### src/rtl/maze_solve.sv
// -----------------------------------------------------------------------------
// maze_solve
//
// Purpose:
//    Autonomous wall-follower sequencer sitting between the command processor
//    and the navigate block. After every completed move it waits SETTLE_CYC
//    clocks for the IR opening flags to settle, then picks the next action:
//    goal -> DONE, preferred side open -> turn that way, forward open -> move,
//    other side open -> turn that way, otherwise turn around.
//
// Optional feature:
//    MAZE_SOLVE_MV_CNT_EN - when defined, adds an 8-bit saturating count of
//    strt_mv pulses (mv_cnt), cleared when solving is started from IDLE.
//
// Ports:
//    clk        in   system clock
//    rst_n      in   asynchronous active-low reset
//    cmd_md     in   command mode; forces IDLE, blocks solving
//    strt_solve in   start pulse (accepted in IDLE and DONE)
//    affinity   in   1 = left-hand rule, 0 = right-hand rule (latched at start)
//    mv_cmplt   in   navigate finished a move or heading change
//    sol_cmplt  in   goal detected
//    lft_opn    in   IR opening to the left
//    rght_opn   in   IR opening to the right
//    frwrd_opn  in   IR opening ahead
//    strt_mv    out  one-cycle move request
//    strt_hdng  out  one-cycle heading-change request
//    stp_lft    out  move stops at left opening (left-hand rule while solving)
//    stp_rght   out  move stops at right opening (right-hand rule while solving)
//    dsrd_hdng  out  desired heading (N/W/S/E encodings only)
//    solving    out  high in MV_WAIT, SETTLE, HDNG_WAIT
//    solved     out  high in DONE
//    mv_cnt     out  move counter (only with MAZE_SOLVE_MV_CNT_EN)
// -----------------------------------------------------------------------------
module maze_solve #(
   parameter int SETTLE_CYC = 8
) (
   input  logic        clk,
   input  logic        rst_n,
   input  logic        cmd_md,
   input  logic        strt_solve,
   input  logic        affinity,
   input  logic        mv_cmplt,
   input  logic        sol_cmplt,
   input  logic        lft_opn,
   input  logic        rght_opn,
   input  logic        frwrd_opn,
   output logic        strt_mv,
   output logic        strt_hdng,
   output logic        stp_lft,
   output logic        stp_rght,
   output logic [11:0] dsrd_hdng,
   output logic        solving,
   output logic        solved
`ifdef MAZE_SOLVE_MV_CNT_EN
   ,output logic [7:0] mv_cnt
`endif
);

   localparam int CW = (SETTLE_CYC > 0) ? $clog2(SETTLE_CYC + 1) : 1;

   localparam logic [11:0] HDG_N = 12'h000;
   localparam logic [11:0] HDG_W = 12'h3FF;
   localparam logic [11:0] HDG_S = 12'h7FF;
   localparam logic [11:0] HDG_E = 12'hC00;

   typedef enum logic [2:0] {
      IDLE,
      MV_WAIT,
      SETTLE,
      HDNG_WAIT,
      DONE
   } state_t;

   state_t        state_reg;
   logic [CW-1:0] cnt_reg;
   logic [11:0]   dsrd_hdng_reg;
   logic          aff_reg;
   logic          strt_mv_reg;
   logic          strt_hdng_reg;

   function automatic logic [11:0] turn_left(input logic [11:0] h);
      case (h)
         HDG_N:   turn_left = HDG_W;
         HDG_W:   turn_left = HDG_S;
         HDG_S:   turn_left = HDG_E;
         default: turn_left = HDG_N;
      endcase
   endfunction

   function automatic logic [11:0] turn_right(input logic [11:0] h);
      case (h)
         HDG_N:   turn_right = HDG_E;
         HDG_E:   turn_right = HDG_S;
         HDG_S:   turn_right = HDG_W;
         default: turn_right = HDG_N;
      endcase
   endfunction

   function automatic logic [11:0] turn_back(input logic [11:0] h);
      case (h)
         HDG_N:   turn_back = HDG_S;
         HDG_S:   turn_back = HDG_N;
         HDG_W:   turn_back = HDG_E;
         default: turn_back = HDG_W;
      endcase
   endfunction

   // Wall-follower decision, evaluated from the latched rule. Goal detection
   // takes precedence and is handled in the state machine.
   logic        pref_opn;
   logic        other_opn;
   logic        eval_turn;
   logic [11:0] eval_hdng;

   always_comb begin
      pref_opn  = aff_reg ? lft_opn  : rght_opn;
      other_opn = aff_reg ? rght_opn : lft_opn;
      eval_turn = 1'b1;
      eval_hdng = turn_back(dsrd_hdng_reg);
      if (pref_opn) begin
         eval_hdng = aff_reg ? turn_left(dsrd_hdng_reg) : turn_right(dsrd_hdng_reg);
      end else if (frwrd_opn) begin
         eval_turn = 1'b0;
         eval_hdng = dsrd_hdng_reg;
      end else if (other_opn) begin
         eval_hdng = aff_reg ? turn_right(dsrd_hdng_reg) : turn_left(dsrd_hdng_reg);
      end
   end

   always_ff @(posedge clk or negedge rst_n) begin
      if (!rst_n) begin
         state_reg     <= IDLE;
         cnt_reg       <= '0;
         dsrd_hdng_reg <= HDG_N;
         aff_reg       <= 1'b0;
         strt_mv_reg   <= 1'b0;
         strt_hdng_reg <= 1'b0;
      end else begin
         strt_mv_reg   <= 1'b0;
         strt_hdng_reg <= 1'b0;
         if (cmd_md) begin
            // Abort: heading is kept so a later start resumes from it.
            state_reg <= IDLE;
         end else begin
            case (state_reg)
               IDLE, DONE: begin
                  if (strt_solve) begin
                     aff_reg     <= affinity;
                     state_reg   <= MV_WAIT;
                     strt_mv_reg <= 1'b1;
                  end
               end
               MV_WAIT: begin
                  // A completion seen alongside our own request is stale.
                  if (mv_cmplt && !strt_mv_reg) begin
                     state_reg <= SETTLE;
                     cnt_reg   <= CW'(SETTLE_CYC);
                  end
               end
               SETTLE: begin
                  if (cnt_reg == '0) begin
                     if (sol_cmplt) begin
                        state_reg <= DONE;
                     end else if (eval_turn) begin
                        dsrd_hdng_reg <= eval_hdng;
                        strt_hdng_reg <= 1'b1;
                        state_reg     <= HDNG_WAIT;
                     end else begin
                        strt_mv_reg <= 1'b1;
                        state_reg   <= MV_WAIT;
                     end
                  end else begin
                     cnt_reg <= cnt_reg - 1'b1;
                  end
               end
               HDNG_WAIT: begin
                  if (mv_cmplt && !strt_hdng_reg) begin
                     strt_mv_reg <= 1'b1;
                     state_reg   <= MV_WAIT;
                  end
               end
               default: state_reg <= IDLE;
            endcase
         end
      end
   end

`ifdef MAZE_SOLVE_MV_CNT_EN
   logic [7:0] mv_cnt_reg;

   always_ff @(posedge clk or negedge rst_n) begin
      if (!rst_n) begin
         mv_cnt_reg <= 8'h00;
      end else if (!cmd_md && (state_reg == IDLE) && strt_solve) begin
         mv_cnt_reg <= 8'h00;
      end else if (strt_mv_reg && (mv_cnt_reg != 8'hFF)) begin
         mv_cnt_reg <= mv_cnt_reg + 8'h01;
      end
   end

   assign mv_cnt = mv_cnt_reg;
`endif

   assign solving   = (state_reg == MV_WAIT) || (state_reg == SETTLE) ||
                      (state_reg == HDNG_WAIT);
   assign solved    = (state_reg == DONE);
   assign strt_mv   = strt_mv_reg;
   assign strt_hdng = strt_hdng_reg;
   assign dsrd_hdng = dsrd_hdng_reg;
   assign stp_lft   = solving & aff_reg;
   assign stp_rght  = solving & ~aff_reg;

endmodule

### config.mk
export PLATFORM = sky130hd
export DESIGN_NAME = maze_solve
export DESIGN_NICKNAME = d
export VERILOG_FILES = /design/src/rtl/maze_solve.sv
export SDC_FILE = /design/constraint.sdc
export NUM_CORES = 1
export LEC_CHECK = 0
export ABC_CLOCK_PERIOD_IN_PS = 4100
export BUFFER_PORTS_ARGS = -buffer_cell sky130_fd_sc_hd__buf_2
export CAP_MARGIN = 20
export CORE_MARGIN = 4
export CORE_UTILIZATION = 55
export DETAILED_ROUTE_END_ITERATION = 12
export PLACE_DENSITY = 0.83
export SYNTH_ARGS = -nofsm -noshare
export SYNTH_HDL_FRONTEND = slang
export SYNTH_SLANG_ARGS = --single-unit
### constraint.sdc
create_clock -name clk -period 4.1 [get_ports clk]
set_clock_uncertainty 0.15 [all_clocks]
set_input_delay 0.82 -clock clk [delete_from_list [all_inputs] [get_ports clk]]
set_output_delay 0.82 -clock clk [all_outputs]
set_load 0.005 [all_outputs]
Yosys cells after proc, flatten, opt, wreduce, memory -nomap -nowiden
Cells that the tools add are included.
{"block": "classes", "addsub": 1, "eq_ne": 14, "muxes": 35, "bitwise_logic": 5, "n_reduce_logical": 15}
{"op": "one-hot mux 12 bit (3 select lines)", "n": 3}
{"op": "2-to-1 mux 12 bit", "n": 5}
{"op": "2-to-1 mux 3 bit", "n": 6}
{"op": "2-to-1 mux 1 bit", "n": 15}
{"op": "equality test 12 x 10 -> 1 bit, second input constant", "n": 1}
{"op": "equality test 12 x 11 -> 1 bit, second input constant", "n": 1}
{"op": "equality test 12 bit, second input constant", "n": 1}
{"op": "zero test 12 bit", "n": 1}
{"op": "inequality test 3 bit, second input constant", "n": 4}
{"op": "one-hot mux 3 bit (4 select lines)", "n": 1}
{"op": "2-to-1 mux 4 bit", "n": 2}
{"op": "one-hot mux 4 bit (2 select lines)", "n": 1}
{"op": "AND reduction 4 bit", "n": 2}
{"op": "equality test 3 x 2 -> 1 bit, second input constant", "n": 2}
{"op": "AND reduction 6 bit", "n": 1}
{"op": "zero test 4 bit", "n": 1}
{"op": "inequality test 2 bit, second input constant", "n": 2}
{"op": "subtractor 4 x 1 -> 4 bit, second input constant", "n": 1}
{"op": "equality test 3 x 1 -> 1 bit, second input constant", "n": 1}
{"op": "equality test 3 bit, second input constant", "n": 1}
{"op": "zero test 3 bit", "n": 1}
{"op": "NOT 1 bit", "n": 3}
{"op": "one-hot mux 1 bit (3 select lines)", "n": 1}
{"op": "AND reduction 3 bit", "n": 1}
{"op": "8 further kinds", "n": 12}
{"block": "word_totals", "regBits": 22, "input_bits": 10, "output_inout_bits": 18, "elab_cells": 76}

Logic depth before layout (Yosys ltp)
Gate-level depths: netlist (run 1).
{"block": "logic_depth", "word_depth": 7, "depth_mapped": 7, "depth_no_buf": 6}

Worst setup path before layout (run 1)
Ideal clock, no wire load.
{"block": "synth_timing", "path_type": "input -> register", "start": "input port lft_opn", "end": "register dsrd_hdng_reg[9] (netlist: dsrd_hdng[9])", "setup_time_ns": 0.127, "arrival_time_ns": 1.900, "required_time_ns": 3.823, "setup_slack_ns": 1.923, "stages": 5, "path_buffers": 1, "cell_sequence": "buf_2 > nand2_1 > a31oi_1 > and2_4 > mux2_1"}
{"block": "synth_between", "elab_chain_cells": 4, "word_cells_on_any_way": 8, "classes_between": "eq/ne: 1; mux: 6; reduce/logical: 1"}
{"item": "start, declared", "line_no": "45", "text": "input logic lft_opn,"}
{"item": "2-to-1 mux 1 bit", "line_no": "118", "text": "other_opn = aff_reg ? rght_opn : lft_opn;"}
{"item": "2-to-1 mux 12 bit", "line_no": "126", "text": "end else if (other_opn) begin"}
{"item": "2-to-1 mux 12 bit", "line_no": "123", "text": "end else if (frwrd_opn) begin"}
{"item": "2-to-1 mux 12 bit", "line_no": "121", "text": "if (pref_opn) begin"}
{"item": "end signal, assigned", "line_no": "166", "text": "dsrd_hdng_reg <= eval_hdng;"}
{"item": "end, declared", "line_no": "77", "text": "logic [11:0] dsrd_hdng_reg;"}
Parallel ways exist; a longest one is shown, timed or not. The select of a mux whose other input is x is not followed.
A chain may end at the register's enable or synchronous reset.

Worst setup path after layout (run 1)
{"block": "layout_timing", "start": "register state_reg[0]", "end": "output port stp_lft"}
{"block": "layout_between", "elab_chain_cells": 4, "word_cells_on_any_way": 6, "classes_between": "eq/ne: 3; bitwise: 1; reduce/logical: 2"}
{"item": "start, declared", "line_no": "75", "text": "state_t state_reg;"}
{"item": "start signal, assigned", "line_no": "133", "text": "state_reg <= IDLE;"}
{"item": "start signal, assigned", "line_no": "144", "text": "state_reg <= IDLE;"}
{"item": "start signal, assigned", "line_no": "150", "text": "state_reg <= MV_WAIT;"}
{"item": "equality test 3 x 1 -> 1 bit or equality test 3 x 2 -> 1 bit (tied branches)", "line_no": "205", "text": "assign solving = (state_reg == MV_WAIT) || (state_reg == SETTLE) ||"}
{"item": "logical OR 1 bit", "line_no": "205"}
{"item": "logical OR 1 bit (*)", "line_no": "205"}
{"item": "AND 1 bit (*)", "line_no": "211", "text": "assign stp_lft = solving & aff_reg;"}
{"item": "end, declared", "line_no": "50", "text": "output logic stp_lft,"}
Every way passes the cells marked *; elsewhere a longest branch is shown, timed or not.

==> results of run 1 <==
Yosys cell counts (3+ instances only):
library cell,n
nor3_1,5
clkbuf_1,5
a21oi_1,3
inv_1,6
o21ai_0,9
a31oi_1,3
nor2_1,15
buf_4,9
nand3_1,4
nor2b_1,4
nand2_1,7
dfrtp_1,13
power by group through the flow:
stage | Combinational [W] | Clock (W) | Sequential [W]
after global routing | 0.000364 | 0.0000867 | 0.000272
after detailed placement | 0.000322 | 0 | 0.000261
after global placement | 0.000315 | 0 | 0.000257
final | 0.000321 | 0.0000786 | 0.000258
after CTS | 0.000325 | 0.0000802 | 0.000258
after floorplan | 0.000308 | 0 | 0.000213
critical path: stages, from the launching register on:
cell	delay (ns)
dfrtp_1	0.53
nor2_1	0.27
nor2_1	0.09
and2_1	0.16
buf_2	0.12
cell families (layout without fill, tap and decap cells):
family / Yosys count / after routing / share of synthesized area
flip-flops: 13 / 13 / 0.314
multiplexers: 4 / 4 / 0.0411
AO/OA/AOI/OAI: 28 / 28 / 0.184
adder cells (fa/ha/maj): 2 / 2 / 0.0242
buffers and inverters: 23 / 37 / 0.125
AND/OR/NAND/NOR: 55 / 55 / 0.312
layout make-up:
| cell class | instances | area (um2) |
|---|---|---|
| fillers | 154 | 624 |
| inverters | 6 | 22.5 |
| multi-input cells | 89 | 581 |
| flip-flops and latches | 13 | 325 |
| well taps | 25 | 31.3 |
| clock buffers | 4 | 26.3 |
| repair buffers | 27 | 135 |
how the worst max path moves through the flow:
stage / start / end / slack, ns
floorplan: lft_opn / dsrd_hdng[9]$_DFFE_PN0P_ / 1.92
global placement: rght_opn / dsrd_hdng[9]$_DFFE_PN0P_ / 1.83
CTS: state_reg[0]$_DFFE_PN0P_ / stp_lft / 1.68
detailed placement: rght_opn / dsrd_hdng[9]$_DFFE_PN0P_ / 1.78
finish: state_reg[0]$_DFFE_PN0P_ / stp_lft / 1.69
global route: state_reg[1]$_DFFE_PN0P_ / stp_lft / 1.51
layer usage:
layer / part of all wire / wire (um) / GRT usage
met5: 0 / 0 / 0
met4: 0.025 / 55 / 0.105
met3: 0.035 / 77 / 0.0233
met2: 0.51 / 1130 / 0.305
met1: 0.43 / 945 / 0.219
through the flow:
| step | cell area [um2] | setup slack, ns | hold slack, ns |
|---|---|---|---|
| after floorplan | 1030 | 1.92 | 0.322 |
| after global placement | 1090 | 1.83 | 0.346 |
| after detailed placement | 1090 | 1.78 | 0.353 |
| after CTS | 1120 | 1.68 | 0.270 |
| after global routing | 1120 | 1.51 | 0.286 |
| final | 1120 | 1.69 | 0.268 |
==> metrics.yaml, run 1 <==
p_leak_nw: 0.524
yosysTopAreaCell: "dfrtp_1"
synth_seq_area_share: 0.314
power.density_nw_per_um2: 587
cap_violations: 0
internal_power_w: 0.000368
vdd_drop_max_uv: 401
critPathLaunchType: "register"
gr-total-overflow: 0
portBuffers: 27
htree_levels: 1
synthCells: 125
status: "finished, final reports clean"
antenna_found_initial: 0
avgSynthCellArea_um2: 8.28
cts-resized-gates: 0
total_power_w: 0.000658
setup_viol: 0
cts_setup_buffers: 0
reg2regPathDepth: 6
rows: 15
cts_sinks: 13
finalCritPeriodShare: 0.589
max-slew-margin-rel: 0.710
pwr-share-seq: 0.392
cp-end-kind: "output pin"
antenna_left: 0
ys_ff_latch: 13
die_width_um: 51.4
die_area_um2: 2640
sw_frac_of_total: 0.441
grt_max_degree: 19
start_util: 0.593
core_um2: 1750
cp_max_fo: 14
r2r-end: "dsrd_hdng[9]$_DFFE_PN0P_"
pin_count: 28
yosysWarnings: 0
drt-initial-drc-count: 30
wirelength_mm: 2.20
track_usage: 0.181
yosysTopAreaCellShare: 0.314
p_sw_w: 0.000290
path_class: "reg2out"
drc: 0
ys_types: 46
postCtsHoldBufs: 0
grt_first_pass_wirelength_mm: 3.63
largest_reg_flops: 4
fin_crit_ns: 2.41
gp_congestion: 0.917
p_clk_frac: 0.119
wl_per_cell_um: 13.4
cp.required_ns: 3.13
synth_edf_count: 0
layout_common_cells: "buf_2 (27), nor2_1 (15), dfrtp_1 (13)"
slew_viol_final: 0
clkSlewWorstSetupHoldPaths_ns: 0.08
finalSetupTns_ns: 0
synth_nets: 137
ys_async_sr_fraction: 1.00
worst_pin_slew_ns: 0.435
clock_latency_ns: 0.28
clockBufferDepth: 2
die_h_um: 51.4
final_common_cell: "buf_2"
rsz0062_at_grt: "false"
worstHoldPathType: "in2async"
cts_buffers: 3
n_antenna_cell: 0
r2r-start: "cnt_reg[0]$_DFFE_PN0P_"
yosys-top-cells-area: "dfrtp_1 (31%), buf_4 (6.5%), nor2_1 (5.4%)"
power_frac_comb: 0.488
cp_data_arrival_time_ns: 1.44
clock.fmax_mhz: 414
fin_util: 0.642
synthFlopType: "dfrtp_1"
num_vias: 933
dr.pass1.iters: 4
post_drt_via_cell_ratio: 5.69
syn2layout_area_growth_pct: 8.34
fin_nets: 152
drive_gt1_frac: 0.266
dp_hpwl_mm: 1.69
dp.cells: 160
cts-root-buf: "clkbuf_4"
final_hold_viol_count: 0
reg2reg_slack_ns: 2.02
synth_area_um2: 1030
grt_pass1_vias: 841
cts_tree: "built"
instances_no_fill: 164
Power figures use the tool's default switching activity.
==> run 2, diff against run 1 <==
==> config.mk (replaced) <==
export PLATFORM = sky130hd
export DESIGN_NAME = maze_solve
export DESIGN_NICKNAME = d
export VERILOG_FILES = /design/src/rtl/maze_solve.sv
export SDC_FILE = /design/constraint.sdc
export NUM_CORES = 1
export LEC_CHECK = 0
export ABC_CLOCK_PERIOD_IN_PS = 2350
export BUFFER_PORTS_ARGS = -buffer_cell sky130_fd_sc_hd__buf_2
export CAP_MARGIN = 20
export CORE_MARGIN = 4
export CORE_UTILIZATION = 51
export DETAILED_ROUTE_END_ITERATION = 12
export PLACE_DENSITY = 0.78
export SYNTH_ARGS = -nofsm -noshare
export SYNTH_HDL_FRONTEND = slang
export SYNTH_SLANG_ARGS = --single-unit
==> constraint.sdc (replaced) <==
create_clock -name clk -period 2.35 [get_ports clk]
set_clock_uncertainty 0.15 [all_clocks]
set_input_delay 0.47 -clock clk [delete_from_list [all_inputs] [get_ports clk]]
set_output_delay 0.47 -clock clk [all_outputs]
set_load 0.005 [all_outputs]
==> metrics.yaml, run 2 (synthesis gave the netlist of run 1 again) <==
nFillCells: 191
syn2layout_area_growth_pct: 12.5
r2r-start: "cnt_reg[0]$_DFFE_PN0P_"
pin_count: 28
clockBufferDepth: 2
gp_congestion: 0.838
setup_viol: 0
power.density_nw_per_um2: 1020
p_leak_nw: 0.549
n_antenna_cell: 0
cp-end-kind: "register"
reg2reg_slack_ns: 0.25
dp_hpwl_mm: 1.88
r2r-end: "dsrd_hdng[9]$_DFFE_PN0P_"
wirelength_mm: 2.38
path_class: "reg2reg"
finalSetupTns_ns: 0
worstHoldPathType: "in2reg"
htree_levels: 1
fin_crit_ns: 2.10
seq_area_um2: 325
drive_gt1_frac: 0.285
multi_input_area_um2: 581
clkSlewWorstSetupHoldPaths_ns: 0.08
cts_sinks: 13
post_drt_via_cell_ratio: 5.61
endpoint: "dsrd_hdng[9]$_DFFE_PN0P_"
max-slew-margin-rel: 0.712
cp_max_fo: 6
cp_data_arrival_time_ns: 2.12
antenna_left: 0
vdd_drop_max_uv: 548
grt_max_degree: 19
fin_nets: 157
rsz0062_at_grt: "false"
track_usage: 0.205
cts_buffers: 3
cap_violations: 0
grt_first_pass_wirelength_mm: 4.17
core_um2: 1940
drc: 0
die_width_um: 53.0
reg2regPathDepth: 6
final_common_cell: "buf_2"
whs_ns: 0.271
num_vias: 960
cp.required_ns: 2.37
critPathLaunchType: "register"
total_power_w: 0.00119
portBuffers: 27
dr.pass1.iters: 4
wl_per_cell_um: 13.9
largest_reg_flops: 4
cts_tree: "built"
clock_latency_ns: 0.28
status: "finished, final reports clean"
crit_start: "cnt_reg[0]$_DFFE_PN0P_"
antenna_found_initial: 0
slew_viol_final: 0
rows: 16
grt_pass1_vias: 899
layout_common_cells: "buf_2 (27), nor2_1 (15), dfrtp_1 (13)"
die_area_um2: 2810
start_util: 0.533
die_h_um: 53.0
worst_pin_slew_ns: 0.432
final_hold_viol_count: 0
cts-root-buf: "clkbuf_4"
finalCritPeriodShare: 0.895
fin_util: 0.599
clock.fmax_mhz: 475
drt-initial-drc-count: 22
cts-resized-gates: 0
gr-total-overflow: 0
min_path_cells: 2
[run 2: cell count changes in the layout (fill, tap and decap cells not counted), sizes merged]
| cell | change |
|---|---|
| buf | +4 |
| dlygate4sd3 | +1 |
[run 2: report_power, final]
part / internal, W / switching, W / total, W
clock: 0.0000660 / 0.0000776 / 0.000144
sequential: 0.000299 / 0.000109 / 0.000408
combinational: 0.000300 / 0.000336 / 0.000636
total: 0.000665 / 0.000523 / 0.00119
[run 2: how the worst min path moves through the flow]
stage | startpoint | to | slack (ns)
4_1_cts | affinity | aff_reg$_DFFE_PN0P_ | 0.27
3_5_place_dp | rst_n | aff_reg$_DFFE_PN0P_ | 0.23
3_3_place_gp | rst_n | aff_reg$_DFFE_PN0P_ | 0.22
2_1_floorplan | rst_n | aff_reg$_DFFE_PN0P_ | 0.02
5_1_grt | affinity | aff_reg$_DFFE_PN0P_ | 0.27
6_report | affinity | aff_reg$_DFFE_PN0P_ | 0.27
[run 2: worst max-delay path, stage by stage, from the launching register on]
cell     delay, ns
dfrtp_1       0.41
inv_1         0.09
ha_1          0.14
or3b_1        0.48
nor3_4        0.21
and2_4        0.19
mux2_1        0.32
[run 2: repair_timing]
action | CTS | global route
setup endpoints to repair | 0 | 0
setup buffers | 0 | 0
hold buffers | 1 | 0
hold endpoints to repair | 13 | 0
[run 2: metrics by stage]
| stage | std cells | area [um2] | worst slack [ns] |
|---|---|---|---|
| finish | 171 | 1160 | 0.246 |
| global route | 171 | 1160 | 0.169 |
| CTS | 171 | 1160 | 0.237 |
| detailed placement | 166 | 1130 | 0.249 |
| global placement | 166 | 1130 | 0.358 |
| floorplan | 125 | 1030 | 0.401 |
[run 2: layout make-up]
type                       count  area share
tap                           27      0.0290
timing repair buffer          32       0.151
sequential                    13       0.280
inverter                       6      0.0194
clock buffer                   4      0.0226
multi-input combinational     89       0.499
[run 2: routing by layer]
layer	track usage	routed length, um
met3	0.0592	106
met5	0	0
met2	0.329	1160
met4	0.0638	33
met1	0.264	1080
